`src/rtl/trojan_trigger_monitor.sv`:
```
// Watches N_TRIG trigger nets for an all-rare coincidence and checks for a victim payload mismatch afterwards.
// Optional TSTAMP output (cycle stamp of the latest snapshot) is enabled by defining TRIG_MON_TIMESTAMP_EN.
module trojan_trigger_monitor #(
    parameter int N_TRIG = 8,
    parameter int WINDOW = 4,
    parameter int THRESH = 3,
    parameter int CNT_W  = 16
) (
    input  logic              CK,
    input  logic              RST,
    input  logic              EN,
    input  logic              CLR,
    input  logic [N_TRIG-1:0] TRIG_NETS,
    input  logic [N_TRIG-1:0] RARE_MASK,
    input  logic              VICTIM_OBS,
    input  logic              VICTIM_GOLD,
    input  logic              ACK,
    output logic              ALARM,
    output logic [1:0]        CAUSE,
    output logic [N_TRIG-1:0] SNAPSHOT,
    output logic [CNT_W-1:0]  HIT_CNT,
    output logic [CNT_W-1:0]  MIS_CNT,
    output logic [1:0]        STATE
`ifdef TRIG_MON_TIMESTAMP_EN
    ,
    output logic [CNT_W-1:0]  TSTAMP
`endif
);

    typedef enum logic [1:0] {
        S_IDLE    = 2'd0,
        S_ARMED   = 2'd1,
        S_SUSPECT = 2'd2,
        S_ALARMED = 2'd3
    } state_t;

    localparam int WIN_W = (WINDOW > 1) ? $clog2(WINDOW) : 1;
    localparam logic [WIN_W-1:0] WIN_LOAD = WIN_W'(WINDOW - 1);

    state_t            state_q;
    logic              alarm_q;
    logic [1:0]        cause_q;
    logic [N_TRIG-1:0] snap_q;
    logic [WIN_W-1:0]  win_q;
    logic [N_TRIG-1:0] trig_q;
    logic              vobs_q;
    logic              vgold_q;
    logic [CNT_W-1:0]  hit_cnt_q, hit_cnt_d;
    logic [CNT_W-1:0]  mis_cnt_q, mis_cnt_d;
    logic [CNT_W:0]    hit_nxt;
    logic              hit_s, mis_s, thr_s, counting, snap_upd;

    assign hit_s    = (trig_q == RARE_MASK);
    assign mis_s    = vobs_q ^ vgold_q;
    assign hit_nxt  = {1'b0, hit_cnt_q} + (CNT_W+1)'(1);
    assign thr_s    = int'(hit_nxt) >= THRESH;
    assign counting = (state_q == S_ARMED) || (state_q == S_SUSPECT);
    assign snap_upd = counting && EN && hit_s;

    always_ff @(posedge CK) begin
        if (RST) begin
            trig_q  <= '0;
            vobs_q  <= 1'b0;
            vgold_q <= 1'b0;
        end else begin
            trig_q  <= TRIG_NETS;
            vobs_q  <= VICTIM_OBS;
            vgold_q <= VICTIM_GOLD;
        end
    end

    // Saturating counters; CLR wins over any increment.
    always_comb begin
        hit_cnt_d = hit_cnt_q;
        mis_cnt_d = mis_cnt_q;
        if (CLR) begin
            hit_cnt_d = '0;
            mis_cnt_d = '0;
        end else if (counting) begin
            if (hit_s && (hit_cnt_q != '1)) hit_cnt_d = hit_cnt_q + CNT_W'(1);
            if (mis_s && (mis_cnt_q != '1)) mis_cnt_d = mis_cnt_q + CNT_W'(1);
        end
    end

    always_ff @(posedge CK) begin
        if (RST) begin
            hit_cnt_q <= '0;
            mis_cnt_q <= '0;
            snap_q    <= '0;
        end else begin
            hit_cnt_q <= hit_cnt_d;
            mis_cnt_q <= mis_cnt_d;
            if (snap_upd) snap_q <= trig_q;
        end
    end

    always_ff @(posedge CK) begin
        if (RST) begin
            state_q <= S_IDLE;
            alarm_q <= 1'b0;
            cause_q <= 2'b00;
            win_q   <= '0;
        end else begin
            case (state_q)
                S_IDLE: begin
                    if (EN) state_q <= S_ARMED;
                end
                S_ARMED, S_SUSPECT: begin
                    if (!EN) begin
                        state_q <= S_IDLE;
                    end else if ((hit_s && (thr_s || mis_s)) ||
                                 (state_q == S_SUSPECT && mis_s)) begin
                        state_q <= S_ALARMED;
                        alarm_q <= 1'b1;
                        cause_q <= {hit_s && thr_s, mis_s};
                    end else if (hit_s) begin
                        state_q <= S_SUSPECT;
                        win_q   <= WIN_LOAD;
                    end else if (state_q == S_SUSPECT) begin
                        if (win_q == '0) state_q <= S_ARMED;
                        else             win_q   <= win_q - WIN_W'(1);
                    end
                end
                S_ALARMED: begin
                    // Sticky until acknowledged; EN only picks where to resume.
                    if (ACK) begin
                        state_q <= EN ? S_ARMED : S_IDLE;
                        alarm_q <= 1'b0;
                        cause_q <= 2'b00;
                    end
                end
                default: state_q <= S_IDLE;
            endcase
        end
    end

`ifdef TRIG_MON_TIMESTAMP_EN
    logic [CNT_W-1:0] cyc_q;
    logic [CNT_W-1:0] tstamp_q;

    always_ff @(posedge CK) begin
        if (RST) begin
            cyc_q    <= '0;
            tstamp_q <= '0;
        end else begin
            cyc_q <= cyc_q + CNT_W'(1);
            if (snap_upd) tstamp_q <= cyc_q;
        end
    end

    assign TSTAMP = tstamp_q;
`endif

    assign ALARM    = alarm_q;
    assign CAUSE    = cause_q;
    assign SNAPSHOT = snap_q;
    assign HIT_CNT  = hit_cnt_q;
    assign MIS_CNT  = mis_cnt_q;
    assign STATE    = state_q;

endmodule

```
`config.mk`:
```
export PLATFORM = sky130hd
export DESIGN_NAME = trojan_trigger_monitor
export DESIGN_NICKNAME = d
export VERILOG_FILES = /design/src/rtl/trojan_trigger_monitor.sv
export SDC_FILE = /design/constraint.sdc
export NUM_CORES = 1
export LEC_CHECK = 0
export CORE_MARGIN = 4
export CORE_UTILIZATION = 43
export DETAILED_ROUTE_END_ITERATION = 16
export PLACE_DENSITY = 0.7
export SLEW_MARGIN = 25
export SYNTH_ARGS = -nofsm -noshare
export SYNTH_HDL_FRONTEND = slang
export SYNTH_SLANG_ARGS = --single-unit
```
`constraint.sdc`:
```
create_clock -name CK -period 2.85 [get_ports CK]
set_input_delay 0.285 -clock CK [delete_from_list [all_inputs] [get_ports CK]]
set_output_delay 0.285 -clock CK [all_outputs]
set_load 0.05 [all_outputs]
```
**Word-level counts from Yosys, hierarchy flattened**

Cells that the tools add are included.

- $add $sub $neg: 4
- Order comparisons: 1
- Reductions and logical operators: 21
- Multiplexer cells: 20
- Bitwise gates (word level): 2
- Equality and inequality tests: 13

Operators by type and width:

| operator | number |
|---|---|
| adder 16 x 1 -> 16 bit, second input constant | 2 |
| != test 16 bit, second input constant | 2 |
| 2-to-1 mux 2 bit | 13 |
| adder 16 x 1 -> 17 bit, second input constant | 1 |
| >= comparator 17 x 2 -> 1 bit, second input constant | 1 |
| != test 2 bit, second input constant | 5 |
| != test 5 bit, second input constant | 2 |
| equality test 8 bit | 1 |
| AND reduction 4 bit | 2 |
| logical AND 1 bit | 7 |
| one-hot mux 2 bit (3 select lines) | 1 |
| AND reduction 5 bit | 1 |
| equality test 2 bit, second input constant | 2 |
| zero test 2 bit | 2 |
| 2-to-1 mux 1 bit | 4 |
| one-hot mux 2 bit (2 select lines) | 1 |
| AND reduction 2 bit | 2 |
| nonzero test 2 bit | 2 |
| OR reduction 2 bit | 2 |
| logical OR 1 bit | 3 |
| equality test 2 x 1 -> 1 bit, second input constant | 1 |
| one-hot mux 1 bit (2 select lines) | 1 |
| subtractor 2 x 1 -> 2 bit, second input constant | 1 |
| NOT 1 bit | 1 |
| XOR 1 bit | 1 |

- Register bits: 57
- Output and inout port bits: 45
- Input bits: 23
- Logic and storage cells: 71

**Logic depth before layout (Yosys ltp)**

- Word-level depth: 8
- Gate-level depth with buffers: 9
- Gate-level depth less buffers: 8

**Least setup slack after synthesis**

No wires, ideal clock.

- Path type: reg2reg
- Start: reg hit_cnt_q[0], in the netlist HIT_CNT[0]
- End: reg win_q[1]
- Slack: 204 ps
- Path buffers: 0
- Cell stages (with the launch flop): 9
- Arrival time: 2,566 ps
- Library setup time: 79 ps
- Clock period less this slack: 2,646 ps
- Data required time: 2,771 ps
- Cell sequence: dfxtp_1 > ha_1 > nand3_2 > o31a_1 > a2111o_1 > a2111oi_4 > o2111a_4 > a211oi_2 > a211oi_2

- Cells in the longest elaborated chain, start to end: 7

RTL lines:

| element | RTL line | text |
|---|---|---|
| start, declared | 48 | `logic [CNT_W-1:0] hit_cnt_q, hit_cnt_d;` |
| start signal, assigned | 91 | `hit_cnt_q <= hit_cnt_d;` |
| adder 16 x 1 -> 17 bit | 55 | `assign hit_nxt = {1'b0, hit_cnt_q} + (CNT_W+1)'(1);` |
| >= comparator 17 x 2 -> 1 bit | 56 | `assign thr_s = int'(hit_nxt) >= THRESH;` |
| logical OR 1 bit | 111 | `end else if ((hit_s && (thr_s \|\| mis_s)) \|\|` |
| logical AND 1 bit | 111 |  |
| logical OR 1 bit | 111 |  |
| NOT 1 bit (no line) | -- |  |
| AND reduction 5 bit (no line) | -- |  |
| end signal, assigned | 121 | `else win_q <= win_q - WIN_W'(1);` |
| end, declared | 44 | `logic [WIN_W-1:0] win_q;` |

No other way between the ends.
A chain may end at the register's enable or synchronous reset.

**Worst setup path in the final report**

- Start: reg hit_cnt_q[1], in the netlist HIT_CNT[1]
- End: reg win_q[1]

The elaborated chain is that of the path after synthesis.

==> out/metrics.yaml <==
drive_gt1_share_pct: 8.47
drcViolationCount: 0
fin_nets: 440
post-route-min-period_ps: 2540
clock-root-buffer: "clkbuf_8"
reg2reg_to: "win_q[1]"
async_flop_share_pct: 0
avgSynthCellArea_um2: 8.71
tightestPinTransition_ps: 619
clock_latency_ps: 340
antenna_cells: 0
synth_area_um2: 3000
grt_overflow_total: 0
place_area_um2: 3750
postCtsSetupBuffers: 0
clock_sinks: 57
portBuffers: 67
dp_hpwl_mm: 4.91
r2r-start: "HIT_CNT[1]"
maxCapViolCount: 0
die_w_um: 91.5
gr-usage-all-layers_pct: 16.7
ctsHtreeMaxLevel: 3
wl_per_cell_um: 13.6
worstPathRequired_ps: 3110
synth_cell_type_count: 50
vias: 2656
seq_area_frac_synth_pct: 38.1
drtPass1Iterations: 4
crit_arrival_ps: 2790
power_mw: 1.70
num_io_pins: 68
synth_ff_type: "dfxtp_1"
syn_inst: 344
clk_pin_slew_worst_paths_ps: 70
critPathCaptureType: "flop"
slew_headroom_pct: 58.8
rsz0062_at_grt: "false"
fin_util_pct: 58.0
cts_hold_buf: 0
die_h_um: 91.5
place_congestion: 0.783
fmax_mhz: 394
status: "finished, final reports clean"
cts_tree: "done"
cp_max_fo: 9
fin_skew_ps: 13.0
drv_slew: 0
num_rows: 30
numCtsBuffers: 9
grt_pass1_vias: 2519
min_to: "trig_q[1]"
crit_type: "flop to flop"
viasPerCell: 5.22
rrSetupSlack_ps: 310
place_ws_ps: 344
leakagePower_nw: 1.36
wl_mm: 6.92
synth_edf_count: 0
min_period_over_period_pct: 89.0
grt_pass1_wl_mm: 11.6
drtAntennaViolNets: 0
placeableCoreArea_um2: 6790
synth_warnings: 0
dieArea_um2: 8360
grt_max_degree: 33
hold_viol_final: 0
whs_path_depth: 2
area_growth_pct: 31.6
cp-start-kind: "flop"
clockBufferDepth: 2
peakVddDrop_mv: 0.244
cts-resized-gates: 0
setup_slack_ps: 313
reg2regPathDepth: 8
drtIter0Drc: 93
ys_ff_latch: 57
tns_ps: 0
initial_utilization_pct: 44.1
min-delay-start: "TRIG_NETS[1]"
grt_antenna_before_repair: 0
power_density_nw_per_um2: 430
synthesis.nets: 375
setup_viol: 0
hold_path.class: "input port to flop"
design_area_um2: 3940
==> worst max path at each step <==
stage / from / end / slack, ps / cells after the start
2_1_floorplan: HIT_CNT[0] / win_q[1] / 200 / 8
3_3_place_gp: HIT_CNT[1] / win_q[1] / 420 / 8
3_5_place_dp: HIT_CNT[1] / ALARM / 340 / 8
4_1_cts: HIT_CNT[1] / win_q[1] / 320 / 8
5_1_grt: HIT_CNT[1] / ALARM / 130 / 8
6_report: HIT_CNT[1] / win_q[1] / 310 / 8
==> cell usage after synthesis, types with 4 or more instances <==
| cell type | count | share of area (%) |
|---|---|---|
| dfxtp_1 | 57 | 38 |
| nor2_1 | 56 | 7.0 |
| xor2_1 | 27 | 7.9 |
| nand2_1 | 20 | 2.5 |
| xnor2_1 | 17 | 5.0 |
| nor2b_1 | 15 | 3.1 |
| nand3_1 | 14 | 2.3 |
| nand4_1 | 13 | 2.7 |
| clkbuf_1 | 10 | 1.3 |
| inv_1 | 10 | 1.3 |
| mux2i_1 | 9 | 3.0 |
| ha_1 | 8 | 3.3 |
| nor3_1 | 8 | 1.3 |
| o21ai_0 | 8 | 1.3 |
| and4_1 | 7 | 2.0 |
| buf_2 | 7 | 1.2 |
| a21oi_1 | 6 | 1.0 |
| and3_1 | 5 | 1.0 |
| nor4_1 | 4 | 0.84 |
==> through the flow <==
stage,hold WS [ps],instances
after floorplan,413,344
after global placement,476,494
after detailed placement,488,494
after CTS,486,509
after global routing,487,509
final,492,509
==> critical path, stage by stage, from the launching register on <==
cell and delay, ps:
dfxtp_1 480, ha_1 290, nand3_2 180, o31a_1 290, a2111o_1 370, a2111oi_4 230
o2111a_4 330, a211oi_2 90, a211oi_2 200
==> kinds of logic after synthesis <==
| family | synth area share, % |
|---|---|
| buffers and inverters | 4.05 |
| AND/OR/NAND/NOR | 27.8 |
| flip-flops | 38.1 |
| AO/OA/AOI/OAI | 10.9 |
| XOR/XNOR | 12.9 |
| multiplexers | 3.01 |
| adder cells (fa/ha/maj) | 3.34 |
==> layer usage <==
metal,share of wire (%),track usage [%],vias to the layer above,wire length [µm]
li1,-,-,1323,-
met1,45,20.1,1251,3080
met2,47,27.6,72,3260
met3,7.1,5.80,10,488
met4,1.3,5.90,0,89
met5,0,0,-,0
==> power by group <==
| part | internal (mW) | switching, mW | leakage [nW] | total (mW) |
|---|---|---|---|---|
| Clock | 0.421 | 0.336 | 0.0981 | 0.756 |
| Sequential | 0.807 | 0.00706 | 0.462 | 0.814 |
| Combinational | 0.0580 | 0.0670 | 0.803 | 0.125 |
| Total | 1.29 | 0.410 | 1.36 | 1.70 |
==> sequential cells by signal (all words and copies together), names as in the netlist <==
| name | count |
|---|---|
| HIT_CNT | 16 |
| STATE | 2 |
| SNAPSHOT | 8 |
| MIS_CNT | 16 |
| CAUSE | 2 |
| vgold_q | 1 |
| trig_q | 8 |
| vobs_q | 1 |
| win_q | 2 |
| ALARM | 1 |
==> cell type report <==
type	count	area, µm²
Tap cell	96	120
Clock buffer	10	138
Inverter	10	37.5
Sequential cell	57	1140
Timing Repair Buffer	73	716
Clock inverter	5	56.3
Fill cell	635	2850
Multi-Input combinational cell	258	1730
==> cell usage in the layout, fill, tap and decap left out, types with 2 or more instances in the layout <==
cell type	synthesis	routed
a21oi_1	6	6
o21ai_0	8	8
o221ai_1	3	3
buf_4	1	6
or2_2	3	3
nand3b_1	2	2
clkdlybuf4s50_1	0	67
and3_1	5	5
a211oi_1	3	3
inv_1	10	10
nand4_1	13	13
nand3_1	14	14
nand2_1	20	20
dfxtp_1	57	57
mux2i_1	9	9
xnor2_1	17	17
nor2_1	56	56
nor3_1	8	8
clkbuf_8	0	10
or3_1	3	3
nor4_1	4	4
and4_1	7	7
clkinv_2	0	2
ha_1	8	8
a211oi_2	2	2
nor2b_1	15	15
a31oi_1	3	3
xor2_1	27	27
(Power assumes the default switching activity.)
